**src/rtl/cpu_pkg.sv**
```systemverilog
// Shared CPU front-end definitions: datapath width, NOP encoding and fetch stride.
package cpu_pkg;

    localparam int XLEN = 32;
    localparam logic [31:0] NOP_INSTR = 32'd0;
    localparam int PC_STEP = 4;

    typedef logic [XLEN-1:0] instr_t;

endpackage

```
**src/rtl/instr_issue_queue.sv**
```systemverilog
// Multi-lane instruction queue between instruction fetch and the scheduler.
// Fetches one word per cycle, buffers it in a circular FIFO and shows the ISSUE_W oldest entries.
module instr_issue_queue #(
    parameter int XLEN = cpu_pkg::XLEN,
    parameter int DEPTH = 8,
    parameter int ISSUE_W = 2,
    parameter logic [XLEN-1:0] RESET_PC = '0,
    parameter int CNT_W = $clog2(DEPTH + 1),
    parameter int ICW = $clog2(ISSUE_W + 1)
) (
    input  logic                    clk,
    input  logic                    n_rst,
    output logic [XLEN-1:0]         fetch_pc,
    input  logic                    fetch_valid,
    output logic                    fetch_ready,
    input  logic [XLEN-1:0]         fetch_instr,
    output logic [ISSUE_W*XLEN-1:0] issue_instr,
    output logic [ISSUE_W-1:0]      issue_valid,
    input  logic [ICW-1:0]          issue_cnt,
    input  logic                    flush,
    input  logic [XLEN-1:0]         flush_pc,
    output logic                    nothing_filled,
    output logic [CNT_W-1:0]        count
);
    import cpu_pkg::*;

    localparam int PTR_W = $clog2(DEPTH);

    logic [XLEN-1:0]  r_mem [DEPTH];
    logic [PTR_W-1:0] r_head;
    logic [PTR_W-1:0] r_tail;
    logic [CNT_W-1:0] r_count;
    logic [XLEN-1:0]  r_fetch_pc;

    logic             w_enq;
    logic [CNT_W-1:0] w_issue_ext;
    logic [CNT_W-1:0] w_eff;

    // Acceptance looks only at the pre-cycle occupancy, so a full queue refuses even while draining.
    assign fetch_ready    = (r_count != CNT_W'(DEPTH));
    assign w_enq          = fetch_valid && fetch_ready && !flush;
    assign w_issue_ext    = CNT_W'(issue_cnt);
    assign w_eff          = (w_issue_ext > r_count) ? r_count : w_issue_ext;
    assign fetch_pc       = r_fetch_pc;
    assign count          = r_count;
    assign nothing_filled = (r_count == '0);

    always_ff @(posedge clk or negedge n_rst) begin
        if (!n_rst) begin
            r_head     <= '0;
            r_tail     <= '0;
            r_count    <= '0;
            r_fetch_pc <= RESET_PC;
        end else if (flush) begin
            r_head     <= '0;
            r_tail     <= '0;
            r_count    <= '0;
            r_fetch_pc <= flush_pc;
        end else begin
            r_head  <= r_head + PTR_W'(w_eff);
            r_count <= r_count + CNT_W'(w_enq) - w_eff;
            if (w_enq) begin
                r_tail     <= r_tail + 1'b1;
                r_fetch_pc <= r_fetch_pc + XLEN'(PC_STEP);
            end
        end
    end

    // Storage carries no reset; validity is defined entirely by r_count.
    always_ff @(posedge clk) begin
        if (w_enq) begin
            r_mem[r_tail] <= fetch_instr;
        end
    end

    for (genvar i = 0; i < ISSUE_W; i++) begin : g_lane
        logic [PTR_W-1:0] w_idx;
        logic             w_valid;

        assign w_idx   = r_head + PTR_W'(i);
        assign w_valid = (CNT_W'(i) < r_count);
        assign issue_valid[i] = w_valid;
        assign issue_instr[i*XLEN +: XLEN] = w_valid ? r_mem[w_idx] : XLEN'(NOP_INSTR);
    end

endmodule

```
**config.mk**
```make
export PLATFORM = sky130hd
export DESIGN_NAME = instr_issue_queue
export DESIGN_NICKNAME = d
export VERILOG_FILES = /design/src/rtl/cpu_pkg.sv /design/src/rtl/instr_issue_queue.sv
export SDC_FILE = /design/constraint.sdc
export NUM_CORES = 1
export LEC_CHECK = 0
export ABC_AREA = 1
export CORE_ASPECT_RATIO = 1.5
export CORE_MARGIN = 2
export CORE_UTILIZATION = 45
export CTS_CLUSTER_DIAMETER = 50
export DETAILED_ROUTE_END_ITERATION = 6
export GPL_TIMING_DRIVEN = 0
export PLACE_DENSITY = 0.68
export SETUP_SLACK_MARGIN = 0.3
export SYNTH_ARGS = -nofsm -noshare
export SYNTH_HDL_FRONTEND = slang
export SYNTH_SLANG_ARGS = --single-unit
export TNS_END_PERCENT = 50
```
**constraint.sdc**
```tcl
create_clock -name clk -period 4.39 [get_ports clk]
set_input_delay 0.878 -clock clk [delete_from_list [all_inputs] [get_ports clk]]
set_output_delay 0.878 -clock clk [all_outputs]
set_load 0.02 [all_outputs]
```
; ---- After elaboration in Yosys (flattened, before gate mapping)
; Memory sizes are Yosys's and may differ from the RTL's.
; Cells that the tools add are included.
[word_totals]
n_memories = 1
in_bits = 70
ram_bits = 256
out_inout_bits = 104
ff_bits = 42
word_cells = 31
[mem_list]
columns = memory, words, word_bits, read_ports, rd_ports_with_merged_regs, wr, line_no
row1 = r_mem, 8, 32, 2, 0, 1, instr_issue_queue.sv:29  ; logic [XLEN-1:0] r_mem [DEPTH];
[classes]
eq_ne = 1
order_cmp = 3
n_reduce_logical = 5
addsub = 6
muxes = 11
[op_table]
columns = operator, count
row1 = 2-to-1 mux 32 bit, 4
row2 = "adder 32 x 3 -> 32 bit, second input constant", 1
row3 = 2-to-1 mux 3 bit, 3
row4 = "< comparator 1 x 4 -> 1 bit, first input constant", 2
row5 = 2-to-1 mux 4 bit, 2
row6 = "adder 3 x 1 -> 3 bit, second input constant", 2
row7 = adder 4 x 1 -> 4 bit, 1
row8 = > comparator 2 x 4 -> 1 bit, 1
row9 = zero test 4 bit, 1
row10 = "!= test 4 bit, second input constant", 1
row11 = subtractor 4 bit, 1
row12 = adder 3 bit, 1
row13 = logical AND 1 bit, 2
row14 = 2-to-1 mux 1 bit, 2
row15 = nonzero test 2 bit, 1
row16 = zero test 1 bit, 1

; ---- Depth between registers and ports, before layout
[logic_depth]
word_depth = 6
ltp_mapped = 14
depth_no_buf = 14

; ---- Worst setup path after synthesis
; Ideal clock, no wire load.
[synth_path]
path_type = register -> register
start = register r_count[2], in the netlist count[2]
end = memory r_mem[1][0], enable pin
setup_ps = 421
period_less_slack_ps = 3450
path_buffers = 1
setup_slack_ps = 940
arrival_ps = 3029
required_time_ps = 3969
stages_incl_launch_ff = 9
path_cell_list = dfrtp_1 inv_1 ha_1 nand3_1 nand2_1 nor2_1 buf_2 nand2_1 nor2_1
[synth_via]
elab_chain_len = 5
[synth_rtl]
columns = element, line_no
row1 = "start, declared", instr_issue_queue.sv:32  ; logic [CNT_W-1:0] r_count;
row2 = "start signal, assigned", instr_issue_queue.sv:61  ; r_count <= r_count + CNT_W'(w_enq) - w_eff;
row3 = != test 4 bit, instr_issue_queue.sv:40  ; assign fetch_ready = (r_count != CNT_W'(DEPTH));
row4 = via fetch_ready, instr_issue_queue.sv:15  ; output logic fetch_ready,
row5 = logical AND 1 bit (2 in series), instr_issue_queue.sv:41  ; assign w_enq = fetch_valid && fetch_ready && !flush;
row6 = 2-to-1 mux 1 bit, instr_issue_queue.sv:71  ; if (w_enq) begin
row7 = 2-to-1 mux 1 bit (implied by the code), instr_issue_queue.sv:72  ; r_mem[r_tail] <= fetch_instr;
row8 = "end, declared", instr_issue_queue.sv:29
; The timed path passes the listed nets, and every way through them passes these cells.

; ---- Worst setup path after layout
[layout_path]
start = register r_head[1]
end = output port issue_instr[30]
[layout_via]
elab_chain_len = 2
[layout_rtl]
columns = element, line_no
row1 = "start, declared", instr_issue_queue.sv:30  ; logic [PTR_W-1:0] r_head;
row2 = "start signal, assigned", instr_issue_queue.sv:60  ; r_head <= r_head + PTR_W'(w_eff);
row3 = memory read (8 x 32 bit), --
row4 = 2-to-1 mux 32 bit, instr_issue_queue.sv:83  ; assign issue_instr[i*XLEN +: XLEN] = w_valid ? r_mem[w_idx] : XLEN'(NOP_INSTR);
row5 = "end, declared", instr_issue_queue.sv:17  ; output logic [ISSUE_W*XLEN-1:0] issue_instr,
; Every way passes these cells.

==> reports/results.ini <==
[flow_run]
maxCapViolations=0

[detailed_routing]
ant_nets=0
drc=1
routed_via_density=5.91
drt_pass1_iterations=7
routed_wl_mm=50.3
routed-via-count=13600
drtIter0Drc=1532
wl_per_cell_um=21.9

[timing]
fin_skew_ns=0.0107
drv_slew=0
finalSetupViolations=0
min_period_over_period=0.916
layout_setup_ws_ns=0.368
finalSetupTns_ns=0
fmax_mhz=249
max_slew_margin=0.358
fin_crit_ns=4.02
hold_violations=0
rsz0062_at_grt=true
worst_pin_slew_ns=0.961
hold_ws_ns=0.142

[power_and_ir_drop]
vdd_drop_max_v=0.000440
powerDensity_mw_per_mm2=730
power_mw=13.9
p_leak_nw=7.42

[finish]
areaGrowthSynthToFinish_pct=23.8
n_antenna_cell=0
drive_above_1_share=0.0803
nNetsFinal=1942

[logic_synthesis]
synthArstFlopShare=0.141
synth_warnings=0
syn_area_per_cell_sq_um=9.33
synthCells=1644
ys_ff_latch=298
synth_nets=1729
ys_types=29
ys_seq_area_frac=0.570
synth_edf_count=256
ys.flop_type=edfxtp_1
synth_area_sq_mm=0.0153

[setup_path]
setup.worst_path.end_class=primary output
critPathLaunchType=register
setup.worst_path.class=register to primary output
critPathArrivalTime_ns=3.14
critPathRequiredTime_ns=3.51
cp_max_fo=10

[clocking]
cts_tree=yes
clockRootBuffer=clkbuf_16
htree_levels=1
cts_setup_buffers=0
clock_tree.buffer_depth=3
path_clk_slew_ns=0.06
postCtsHoldBufs=0
clk_latency_ns=0.57
cts_buffers=30
cts_resized=19
clock_sinks=298

[global_route]
antenna_found_initial=0
grt-ovfl-total=0
grt_pass1_wl_mm=75.9
grt_pass1_vias=13700
grt_max_degree=38
grtUsageTotal=0.278

[floorplan]
die_h_um=230
core_area_sq_mm=0.0335
die-area_sq_mm=0.0356
ios=174
rows=82
start_util=0.457
die_w_um=155

[run_status]
violations=design-rule violations
status=complete, but fails checks

[place]
post-place-ws_ns=0.484
place.gp.congestion=0.923
dp_hpwl_mm=35.2
port_buffers=172

[min_path]
hold_class=primary input to asynchronous set/reset pin

==> power by group <==
part           total [mW]  leakage (nW)  internal [mW]  switching, mW
clock network        2.78         0.536           1.63           1.15
registers            3.38          2.83           3.23          0.147
logic                7.71          4.06           2.80           4.91
total                13.9          7.42           7.66           6.20
==> layer usage <==
layer	GRT usage	up-vias	routed length (um)
li1	-	6188	-
met1	0.325	6381	18000
met2	0.480	848	24900
met3	0.0458	191	4600
met4	0.164	0	2820
met5	0	-	0
==> critical path, cell delays in order (launching register included) <==
cell and delay [ns]:
dfrtp_1 0.49, buf_2 0.28, clkbuf_2 0.33, clkbuf_2 0.40
o211ai_1 0.16, a31oi_1 0.27, clkdlybuf4s50_1 0.65
==> per-stage QoR <==
stage	cell area, sq um	util	std cells
final	19000	0.566	2301
after global routing	19000	0.566	2301
after CTS	18900	0.565	2301
after detailed placement	17800	0.532	2245
after global placement	17600	0.524	2236
after floorplan	15300	-	1644
==> cell usage in the layout, fill, tap and decap left out, types with 7 or more instances in the layout <==
| cell | Yosys | final |
|---|---|---|
| clkbuf_16 | 0 | 31 |
| edfxtp_1 | 256 | 256 |
| buf_1 | 23 | 11 |
| a31oi_1 | 34 | 33 |
| nor2_1 | 77 | 68 |
| dfrtp_1 | 42 | 41 |
| nand2_1 | 290 | 290 |
| inv_1 | 182 | 181 |
| a21oi_1 | 199 | 199 |
| buf_6 | 7 | 7 |
| ha_1 | 13 | 12 |
| buf_2 | 30 | 36 |
| nand3_1 | 96 | 96 |
| clkdlybuf4s50_1 | 0 | 167 |
| nor2_4 | 0 | 8 |
| clkbuf_2 | 0 | 19 |
| xor2_1 | 12 | 12 |
| clkinv_2 | 0 | 9 |
| o211ai_1 | 68 | 68 |
| clkbuf_1 | 49 | 34 |
| o21ai_0 | 179 | 179 |
| o211a_1 | 31 | 31 |
| o21ai_1 | 32 | 32 |
==> worst paths after layout <==
check,from,endpoint,slack (ns),depth (start not counted)
max,r_head[1],issue_instr[30],0.37,6
min,n_rst,fetch_pc[14],0.14,1
max reg2reg,count[2],r_mem[3][11],1.13,9
min reg2reg,fetch_pc[0],fetch_pc[0],0.48,2
max in group asynchronous,n_rst,r_head[0],3.78,2
min in group clk,fetch_pc[0],fetch_pc[0],0.48,2
==> sequential cells by signal (all words and copies together), names as in the netlist <==
name	cells
fetch_pc	32
r_head	3
r_tail	3
r_mem	256
count	4
==> layout make-up <==
type | instances | area [sq um]
Buffer | 113 | 574
Clock buffer | 34 | 807
Clock inverter | 22 | 267
Fill cell | 2924 | 14600
Inverter | 186 | 698
Multi-Input combinational cell | 1047 | 5440
Sequential cell | 298 | 8740
Tap cell | 420 | 526
Timing Repair Buffer | 181 | 1930
==> cell usage after synthesis (12+ instances only) <==
library cell | number | area [sq um]
a21oi_1 | 199 | 996
a31oi_1 | 34 | 213
buf_1 | 23 | 86.3
buf_2 | 30 | 150
clkbuf_1 | 49 | 184
dfrtp_1 | 42 | 1050
edfxtp_1 | 256 | 7690
ha_1 | 13 | 163
inv_1 | 182 | 683
nand2_1 | 290 | 1090
nand3_1 | 96 | 480
nor2_1 | 77 | 289
o211a_1 | 31 | 310
o211ai_1 | 68 | 510
o21ai_0 | 179 | 896
o21ai_1 | 32 | 160
xor2_1 | 12 | 105
==> logic make-up (layout without fill, tap and decap cells) <==
group	count (synthesis)	count (layout)	share of synthesized area
buffers and inverters	299	536	0.0800
adder cells (fa/ha/maj)	15	15	0.0132
XOR/XNOR	18	18	0.0108
AO/OA/AOI/OAI	547	547	0.203
flip-flops	298	298	0.570
AND/OR/NAND/NOR	467	467	0.123
Power figures use the tool's default switching activity.
